File: src/rtl/parser_pkg.sv
// Shared widths, tag bit positions and FSM states for the
// packet head builder feeding the parser.
package parser_pkg;
  localparam int DATA_WIDTH    = 128;
  localparam int HEAD_WIDTH    = 512;
  localparam int META_WIDTH    = 32;
  localparam int TAG_START_BIT = 8;
  localparam int TAG_WIDTH     = TAG_START_BIT + 4;

  localparam int HEAD_BEATS = HEAD_WIDTH / DATA_WIDTH;
  localparam int BEAT_BYTES = DATA_WIDTH / 8;
  localparam int HEAD_BYTES = HEAD_WIDTH / 8;
  localparam int BYTES_W    = $clog2(BEAT_BYTES) + 1;
  localparam int CNT_W      = (HEAD_BEATS > 1) ? $clog2(HEAD_BEATS) : 1;

  localparam int TAG_VALID  = TAG_WIDTH - 1;
  localparam int TAG_LAYER0 = TAG_WIDTH - 2;
  localparam int TAG_SHORT  = TAG_WIDTH - 3;
  localparam int TAG_BODY   = TAG_WIDTH - 4;

  typedef enum logic [1:0] {
    IDLE,
    COLLECT,
    BODY
  } state_t;

  typedef logic [TAG_START_BIT-1:0] pkt_id_t;
endpackage

File: src/rtl/pkt_head_builder_if.sv
// Beat stream in, tagged head/meta and body stream out.
interface pkt_head_builder_if;
  import parser_pkg::*;

  logic [DATA_WIDTH-1:0]           i_data;
  logic                            i_valid;
  logic                            i_sop;
  logic                            i_eop;
  logic [BYTES_W-1:0]              i_bytes;
  logic [7:0]                      i_port;
  logic                            o_ready;
  logic [HEAD_WIDTH+TAG_WIDTH-1:0] o_head;
  logic [META_WIDTH+TAG_WIDTH-1:0] o_meta;
  logic [DATA_WIDTH-1:0]           o_body_data;
  logic                            o_body_valid;
  logic                            o_body_eop;
  logic [BYTES_W-1:0]              o_body_bytes;
  logic                            i_body_ready;
  logic [15:0]                     o_err_cnt;

  modport master (
    output i_data, i_valid, i_sop, i_eop, i_bytes, i_port,
    output i_body_ready,
    input  o_ready, o_head, o_meta, o_err_cnt,
    input  o_body_data, o_body_valid, o_body_eop, o_body_bytes
  );

  modport slave (
    input  i_data, i_valid, i_sop, i_eop, i_bytes, i_port,
    input  i_body_ready,
    output o_ready, o_head, o_meta, o_err_cnt,
    output o_body_data, o_body_valid, o_body_eop, o_body_bytes
  );
endinterface

File: src/rtl/pkt_head_builder_mask.sv
// Zeroes bytes at or past the valid byte count on the last beat.
module head_byte_mask
  import parser_pkg::*;
(
  input  logic [DATA_WIDTH-1:0] data,
  input  logic                  eop,
  input  logic [BYTES_W-1:0]    bytes,
  output logic [DATA_WIDTH-1:0] masked
);
  always_comb begin
    masked = data;
    for (int b = 0; b < BEAT_BYTES; b++) begin
      if (eop && (BYTES_W'(b) >= bytes))
        masked[DATA_WIDTH-1-8*b -: 8] = 8'h00;
    end
  end
endmodule

File: src/rtl/pkt_head_builder.sv
// Captures packet heads into tagged head/meta bubbles and
// forwards the remaining beats through a one-deep body register.
module pkt_head_builder
  import parser_pkg::*;
(
  input logic i_clk,
  input logic i_rst,
  pkt_head_builder_if.slave bus
);
  state_t state, state_nx;
  logic [CNT_W-1:0] beat_cnt, slot;
  logic [HEAD_WIDTH-1:0] head_buf, head_nx;
  logic [DATA_WIDTH-1:0] beat_m;
  logic [7:0] port_q, port_nx;
  pkt_id_t pkt_id;
  logic [15:0] err_cnt, nbytes;
  logic [TAG_WIDTH-1:0] tag;
  logic [META_WIDTH+TAG_WIDTH-1:0] meta_nx, meta_q;
  logic [HEAD_WIDTH+TAG_WIDTH-1:0] head_q;
  logic [DATA_WIDTH-1:0] body_data;
  logic body_valid, body_eop;
  logic [BYTES_W-1:0] body_bytes;
  logic acc, start, capture, full, emit, fwd, err_inc;

  head_byte_mask u_mask (
    .data   (bus.i_data),
    .eop    (bus.i_eop),
    .bytes  (bus.i_bytes),
    .masked (beat_m)
  );

  assign bus.o_ready = (state != BODY) | bus.i_body_ready | ~body_valid;
  assign acc = bus.i_valid & bus.o_ready;

  always_comb begin
    state_nx = state;
    start    = 1'b0;
    capture  = 1'b0;
    fwd      = 1'b0;
    err_inc  = 1'b0;
    if (acc) begin
      unique case (state)
        IDLE: begin
          start   = bus.i_sop;
          err_inc = ~bus.i_sop;
        end
        COLLECT: begin
          capture = 1'b1;
          start   = bus.i_sop;
          err_inc = bus.i_sop;
        end
        BODY: begin
          start   = bus.i_sop;
          err_inc = bus.i_sop;
          fwd     = ~bus.i_sop;
          if (~bus.i_sop && bus.i_eop) state_nx = IDLE;
        end
        default: ;
      endcase
    end
    capture = capture | start;
    slot    = start ? '0 : beat_cnt;
    full    = (slot == CNT_W'(HEAD_BEATS - 1));
    emit    = capture & (bus.i_eop | full);
    if (capture)
      state_nx = bus.i_eop ? IDLE : (full ? BODY : COLLECT);
    port_nx = start ? bus.i_port : port_q;
    nbytes  = 16'(slot) * 16'(BEAT_BYTES)
            + (bus.i_eop ? 16'(bus.i_bytes) : 16'(BEAT_BYTES));
    // A fresh sop clears the window so unfilled slots read as zero.
    head_nx = start ? '0 : head_buf;
    for (int k = 0; k < HEAD_BEATS; k++) begin
      if (slot == CNT_W'(k))
        head_nx[HEAD_WIDTH-1-DATA_WIDTH*k -: DATA_WIDTH] = beat_m;
    end
    tag = '0;
    tag[TAG_VALID]  = 1'b1;
    tag[TAG_LAYER0] = 1'b1;
    tag[TAG_SHORT]  = nbytes < 16'(HEAD_BYTES);
    tag[TAG_BODY]   = ~bus.i_eop;
    tag[TAG_START_BIT-1:0] = pkt_id;
    meta_nx = '0;
    meta_nx[META_WIDTH+TAG_VALID] = 1'b1;
    meta_nx[META_WIDTH +: TAG_START_BIT] = pkt_id;
    meta_nx[23:16] = port_nx;
    meta_nx[15:0]  = nbytes;
  end

  always_ff @(posedge i_clk or posedge i_rst) begin
    if (i_rst) begin
      state      <= IDLE;
      beat_cnt   <= '0;
      head_buf   <= '0;
      port_q     <= '0;
      pkt_id     <= '0;
      err_cnt    <= '0;
      head_q     <= '0;
      meta_q     <= '0;
      body_data  <= '0;
      body_valid <= 1'b0;
      body_eop   <= 1'b0;
      body_bytes <= '0;
    end else begin
      state  <= state_nx;
      head_q <= '0;
      meta_q <= '0;
      if (capture) begin
        head_buf <= head_nx;
        beat_cnt <= slot + 1'b1;
        port_q   <= port_nx;
      end
      if (emit) begin
        head_q <= {tag, head_nx};
        meta_q <= meta_nx;
        pkt_id <= pkt_id + 1'b1;
      end
      if (err_inc && err_cnt != 16'hFFFF)
        err_cnt <= err_cnt + 1'b1;
      if (fwd) begin
        body_data  <= bus.i_data;
        body_valid <= 1'b1;
        body_eop   <= bus.i_eop;
        body_bytes <= bus.i_eop ? bus.i_bytes : BYTES_W'(BEAT_BYTES);
      end else if (bus.i_body_ready) begin
        body_valid <= 1'b0;
      end
    end
  end

  // An aborting sop closes the body beat still on the output.
  assign bus.o_body_eop = body_eop
    | ((state == BODY) & bus.i_valid & bus.i_sop & body_valid);
  assign bus.o_head       = head_q;
  assign bus.o_meta       = meta_q;
  assign bus.o_body_data  = body_data;
  assign bus.o_body_valid = body_valid;
  assign bus.o_body_bytes = body_bytes;
  assign bus.o_err_cnt    = err_cnt;
endmodule

File: src/flat_wrapper.sv
// flat-port wrapper written by rule: the top's interface ports become plain ports
module pkt_head_builder_flat import parser_pkg::*;
  (i_clk, i_rst, bus_i_data, bus_i_valid, bus_i_sop, bus_i_eop, bus_i_bytes, bus_i_port, bus_i_body_ready, bus_o_ready, bus_o_head, bus_o_meta, bus_o_err_cnt, bus_o_body_data, bus_o_body_valid, bus_o_body_eop, bus_o_body_bytes);
  pkt_head_builder_if bus_i ();
  input logic i_clk;
  input logic i_rst;
  input wire logic [$bits(bus_i.i_data)-1:0] bus_i_data;
  input wire logic [$bits(bus_i.i_valid)-1:0] bus_i_valid;
  input wire logic [$bits(bus_i.i_sop)-1:0] bus_i_sop;
  input wire logic [$bits(bus_i.i_eop)-1:0] bus_i_eop;
  input wire logic [$bits(bus_i.i_bytes)-1:0] bus_i_bytes;
  input wire logic [$bits(bus_i.i_port)-1:0] bus_i_port;
  input wire logic [$bits(bus_i.i_body_ready)-1:0] bus_i_body_ready;
  output wire logic [$bits(bus_i.o_ready)-1:0] bus_o_ready;
  output wire logic [$bits(bus_i.o_head)-1:0] bus_o_head;
  output wire logic [$bits(bus_i.o_meta)-1:0] bus_o_meta;
  output wire logic [$bits(bus_i.o_err_cnt)-1:0] bus_o_err_cnt;
  output wire logic [$bits(bus_i.o_body_data)-1:0] bus_o_body_data;
  output wire logic [$bits(bus_i.o_body_valid)-1:0] bus_o_body_valid;
  output wire logic [$bits(bus_i.o_body_eop)-1:0] bus_o_body_eop;
  output wire logic [$bits(bus_i.o_body_bytes)-1:0] bus_o_body_bytes;
  assign bus_i.i_data = bus_i_data;
  assign bus_i.i_valid = bus_i_valid;
  assign bus_i.i_sop = bus_i_sop;
  assign bus_i.i_eop = bus_i_eop;
  assign bus_i.i_bytes = bus_i_bytes;
  assign bus_i.i_port = bus_i_port;
  assign bus_i.i_body_ready = bus_i_body_ready;
  assign bus_o_ready = bus_i.o_ready;
  assign bus_o_head = bus_i.o_head;
  assign bus_o_meta = bus_i.o_meta;
  assign bus_o_err_cnt = bus_i.o_err_cnt;
  assign bus_o_body_data = bus_i.o_body_data;
  assign bus_o_body_valid = bus_i.o_body_valid;
  assign bus_o_body_eop = bus_i.o_body_eop;
  assign bus_o_body_bytes = bus_i.o_body_bytes;
  pkt_head_builder u_core (.i_clk(i_clk), .i_rst(i_rst), .bus(bus_i));
endmodule
File: config.mk
export PLATFORM = sky130hd
export DESIGN_NAME = pkt_head_builder_flat
export DESIGN_NICKNAME = d
export VERILOG_FILES = /design/src/rtl/parser_pkg.sv /design/src/rtl/pkt_head_builder_if.sv /design/src/rtl/pkt_head_builder_mask.sv /design/src/rtl/pkt_head_builder.sv /design/src/flat_wrapper.sv
export SDC_FILE = /design/constraint.sdc
export NUM_CORES = 2
export LEC_CHECK = 0
export CAP_MARGIN = 20
export CELL_PAD_IN_SITES_DETAIL_PLACEMENT = 0
export CELL_PAD_IN_SITES_GLOBAL_PLACEMENT = 2
export CORE_MARGIN = 5
export CORE_UTILIZATION = 33
export DETAILED_ROUTE_END_ITERATION = 12
export PLACE_DENSITY_LB_ADDON = 0.1
export REMOVE_ABC_BUFFERS = 1
export SETUP_SLACK_MARGIN = 0.5
export SYNTH_ARGS = -nofsm -noshare
export SYNTH_HDL_FRONTEND = slang
export SYNTH_SLANG_ARGS = --single-unit
File: constraint.sdc
create_clock -name i_clk -period 53.9 [get_ports i_clk]
set_input_delay 13.475 -clock i_clk [delete_from_list [all_inputs] [get_ports i_clk]]
set_output_delay 13.475 -clock i_clk [all_outputs]
set_load 0.01 [all_outputs]
-- After elaboration in Yosys (flattened, before gate mapping)
Index checks and enable logic that the tools add are counted.
- $add $sub $neg: 4
- $lt $le $gt $ge: 17
- equal/unequal tests: 7
- mux-type cells: 43
- bitwise logic cells: 13
- reductions and logical operators: 27
- operator list (cell ; number):
    two-way mux 524 bit ; 1
    two-way mux 128 bit ; 4
    two-way mux 512 bit ; 1
    two-way mux 8 bit ; 17
    two-way mux 44 bit ; 1
    >= comparator 4 x 5 -> 1 bit, first input constant ; 8
    >= comparator 3 x 5 -> 1 bit, first input constant ; 4
    logical AND 1 bit ; 18
    adder 16 x 1 -> 16 bit, second input constant ; 1
    adder 6 x 16 -> 16 bit ; 1
    < comparator 16 x 7 -> 1 bit, second input constant ; 1
    inequality test 16 bit, second input constant ; 1
    two-way mux 2 bit ; 7
    >= comparator 1 x 5 -> 1 bit, first input constant ; 2
    >= comparator 2 x 5 -> 1 bit, first input constant ; 2
    two-way mux 5 bit ; 2
    two-way mux 1 bit ; 9
    adder 8 x 1 -> 8 bit, second input constant ; 1
    nonzero test 2 bit ; 4
    equality test 2 bit, second input constant ; 3
    AND 1 bit ; 5
    OR 1 bit ; 5
    equality test 2 x 1 -> 1 bit, second input constant ; 2
    logical NOT 2 bit ; 2
    other kinds (7) ; 9
- register bits: 1251
- input bits: 147
- output and inout port bits: 720
- word-level logic and storage cells: 123

-- Logic depth before layout (Yosys ltp)
- word-level depth: 10
- depth in mapped cells: 11
- mapped depth without buffers: 9

-- Modules after synthesis
From an unflattened synthesis, not the netlist that was laid out.
- cell total of the unflattened synthesis: 4454
- area, all modules: 48745.5 um2
- modules (own cells, without submodules) (module ; times used ; cells each ; area an instance (um2) ; seq. area each (um2)):
    pkt_head_builder ; 1 ; 4284 ; 47563.1 ; 30554.3
    head_byte_mask ; 1 ; 170 ; 1182.4 ; 0.0

-- Least setup slack after synthesis
No wires, ideal clock.
- path kind: input-to-output
- from: input port bus_i_valid
- to: output port bus_o_body_eop
- arrival: 13.903 ns
- data required time: 40.425 ns
- slack: 26.522 ns
- cell stages on the path: 2
- buffers on the path: 1
- cell sequence: buf_4 -> a41o_2
- longest elaborated chain between the ends: 4
- RTL lines (what ; RTL line ; text):
    start, declared ; flat_wrapper.sv:8 ; input wire logic [$bits(bus_i.i_valid)-1:0] bus_i_valid;
    AND 1 bit (3 in a row) ; pkt_head_builder.sv:132 ; | ((state == BODY) & bus.i_valid & bus.i_sop & body_valid);
    OR 1 bit ; pkt_head_builder.sv:132 ;
    end, declared ; flat_wrapper.sv:20 ; output wire logic [$bits(bus_i.o_body_eop)-1:0] bus_o_body_eop;
Every way passes these cells.

-- Final worst setup path
Ends and elaborated chain as after synthesis.

==> results.toml <==
[drt]
antenna_left = 0
wl_per_cell_um = 26.4
drc = 0
viasPerCell = 5.08
drt-pass1-iter-count = 6
num_vias = 36100
first_iter_violations = 2971
wl_mm = 187

[clock_network]
cts_tree = "yes"
clock_sinks = 1221
path_clk_slew_ns = 0.06
ctsHoldBuffers = 0
clockRootBuffer = "clkbuf_16"
htreeDepth = 4
cts_buffer_depth = 3
cts_buffers = 142
post-cts-setup-buffer-count = 0
ctsResizeCount = 0
insertion_delay_ns = 0.76

[synthesis]
synth-seq-cells = 1221
synth-edff-count = 0
synth_area_leaders = "dfrtp_1 65%, nand2_1 6.1%, nor2_1 5.0%"
seq_area_frac_synth_pct = 64.8
yosysUniqueCellTypes = 61
avgSynthCellArea_um2 = 10.6
synthArstFlopShare_pct = 100
ys.flop_type = "dfrtp_1"
synth_warnings = 0
yosysTopAreaCellShare_pct = 64.8
yosys.area.top_type = "dfrtp_1"
netlist_instances = 4445
synth_area_mm2 = 0.0472

[place]
dpl_cell_area_mm2 = 0.0569
portBuffers = 846
gp_congestion = 0.764
place.detailed.hpwl_mm = 116
place_inst = 6854

[critical_path]
required_ns = 40.43
max_stage_delay_ns = 0.75
cp_top_family = "buffers and inverters"
cp.arrival_ns = 15.01
endpoint_kind = "output pin"
path_class = "input pin to output pin"
crit_path_start_kind = "input pin"
crit_slowest_cell = "clkdlybuf4s50_1"
path_max_fanout = 10
critPathBufInv = 2
path_common_cell = "clkdlybuf4s50_1"
crit_chain = "clkdlybuf4s50_1 > a41o_2 > clkdlybuf4s50_1"

[grt]
grt_use_total_pct = 24.3
grt_pass1_wl_mm = 272
gr-total-overflow = 0
grt_start_max_net_pins = 164
antenna_found_initial = 7
grt_pass1_vias = 35800

[floorplan]
pin_count = 867
core_area_mm2 = 0.142
fp.dieH_um = 388
die_area_mm2 = 0.151
rows = 138
start_util_pct = 33.3
die_w_um = 388

[sta]
slew_viol_final = 0
final-hold-violation-count = 0
fin_tns_setup_ns = 0
clock_skew_ns = 0.0235
relSlewSlack_pct = 21.5
rsz0062_at_grt = "false"
fin_hold_ws_ns = 0.465
fmax_ghz = 0.0351
worst_pin_slew_ns = 1.18
finalCriticalPeriod_ns = 28.49
fin_crit_sh_pct = 52.9
finalSetupViolations = 0

[final_layout]
final_cells = 7109
nFillCells = 13700
drive_gt1_share_pct = 9.14
final_nets = 5262
fin_area_mm2 = 0.0615
syn2layout_area_growth_pct = 30.4

[power_and_ir_drop]
finalPower_mw = 3.01
powerDensity_mw_per_mm2 = 49.0
leakagePower_nw = 27.3
max-vdd-ir-drop_v = 0.0000271

[min_path]
worstHoldPathType = "flop to flop"

[flow_run]
maxCapViolCount = 0

[outcome]
status = "completed"
layer usage:
metal	track usage [%]	up-vias	wire (um)
li1	-	16200	-
met1	32.5	18500	80600
met2	38.9	1175	87000
met3	7.59	185	15600
met4	5.56	0	4130
met5	0	-	0
final timing paths:
path / start / to / slack, ns / depth (start not counted)
worst min register to register: u_core.head_buf[398] / u_core.head_buf[398] / 0.47 / 2
worst max-delay path: bus_i_valid / bus_o_body_eop / 25.41 / 3
max in group asynchronous: i_rst / u_core.head_buf[102] / 37.60 / 5
min in group asynchronous: i_rst / u_core.pkt_id[7] / 13.27 / 2
worst min-delay path: u_core.head_buf[398] / u_core.head_buf[398] / 0.47 / 2
worst max register to register: u_core.state[0] / u_core.head_buf[327] / 49.87 / 9
power breakdown:
| group | leakage [nW] | internal [mW] | switching, mW |
|---|---|---|---|
| Combinational | 8.52 | 0.304 | 0.538 |
| Sequential | 16.6 | 1.12 | 0.103 |
| Clock | 2.22 | 0.551 | 0.396 |
cell usage in the layout (no fill, tap or decap), drive strengths merged, types with 20 or more instances in the layout:
master	instances
mux2	143
nand2	766
clkdlybuf4s50	845
clkinv	21
nand3	29
clkbuf	221
conb	20
a32oi	80
a22oi	50
dfrtp	1221
o21ai	389
a21oi	372
nor2b	20
a22o	143
and2	45
buf	72
a31oi	33
nor2	625
cell usage after synthesis (29+ instances only):
cell / instances
a32oi_1: 80
a21oi_1: 371
dfrtp_1: 1221
clkbuf_1: 209
a22oi_1: 50
buf_1: 41
buf_2: 129
o21ai_1: 194
a22o_1: 143
o21ai_0: 167
mux2_2: 129
nand3_1: 29
a31oi_1: 32
nor2_1: 625
nand2_1: 766
buf_4: 34
and2_1: 38
metrics by stage:
step,setup slack (ns),utilization (%)
CTS,25.40,43.4
finish,25.41,43.4
floorplan,6.02,-
global placement,25.42,40.1
detailed placement,25.41,40.1
global route,25.38,43.4
cell families (layout without fill, tap and decap cells):
kind of cell,count (synthesis),after routing,synth area share (%)
multiplexers,146,146,3.48
AND/OR/NAND/NOR,1532,1532,13.0
flip-flops,1221,1221,64.8
XOR/XNOR,21,21,0.390
other,1,23,0.00795
AO/OA/AOI/OAI,1089,1089,14.1
adder cells (fa/ha/maj),6,6,0.159
buffers and inverters,429,1181,4.08
tightest hold or removal path, cell delays in order (launching register included):
cell and delay, ns:
dfrtp_1 0.34, nand2_1 0.05, nand2_1 0.05
state kept, by name, indices dropped and copies added (netlist names):
name	cells
u_core.head_buf	512
u_core.bus.o_body_bytes	5
u_core.state	2
u_core.beat_cnt	2
u_core.bus.o_err_cnt	16
u_core.bus.o_head	523
u_core.bus.o_meta	15
u_core.body_eop	1
u_core.bus.o_body_valid	1
u_core.bus.o_body_data	128
u_core.port_q	8
u_core.pkt_id	8
cell type report:
cell class	count	area, um2	share of cell area, %
diodes	3	7.51	0.0122
repair buffers	917	9060	14.7
flip-flops and latches	1221	30600	49.7
clock inverters	30	315	0.513
inverters	13	56.3	0.0916
multi-input cells	2814	14900	24.2
clock buffers	221	4240	6.89
well taps	1890	2360	3.85
Note: power is estimated with default switching activity, not from simulation.
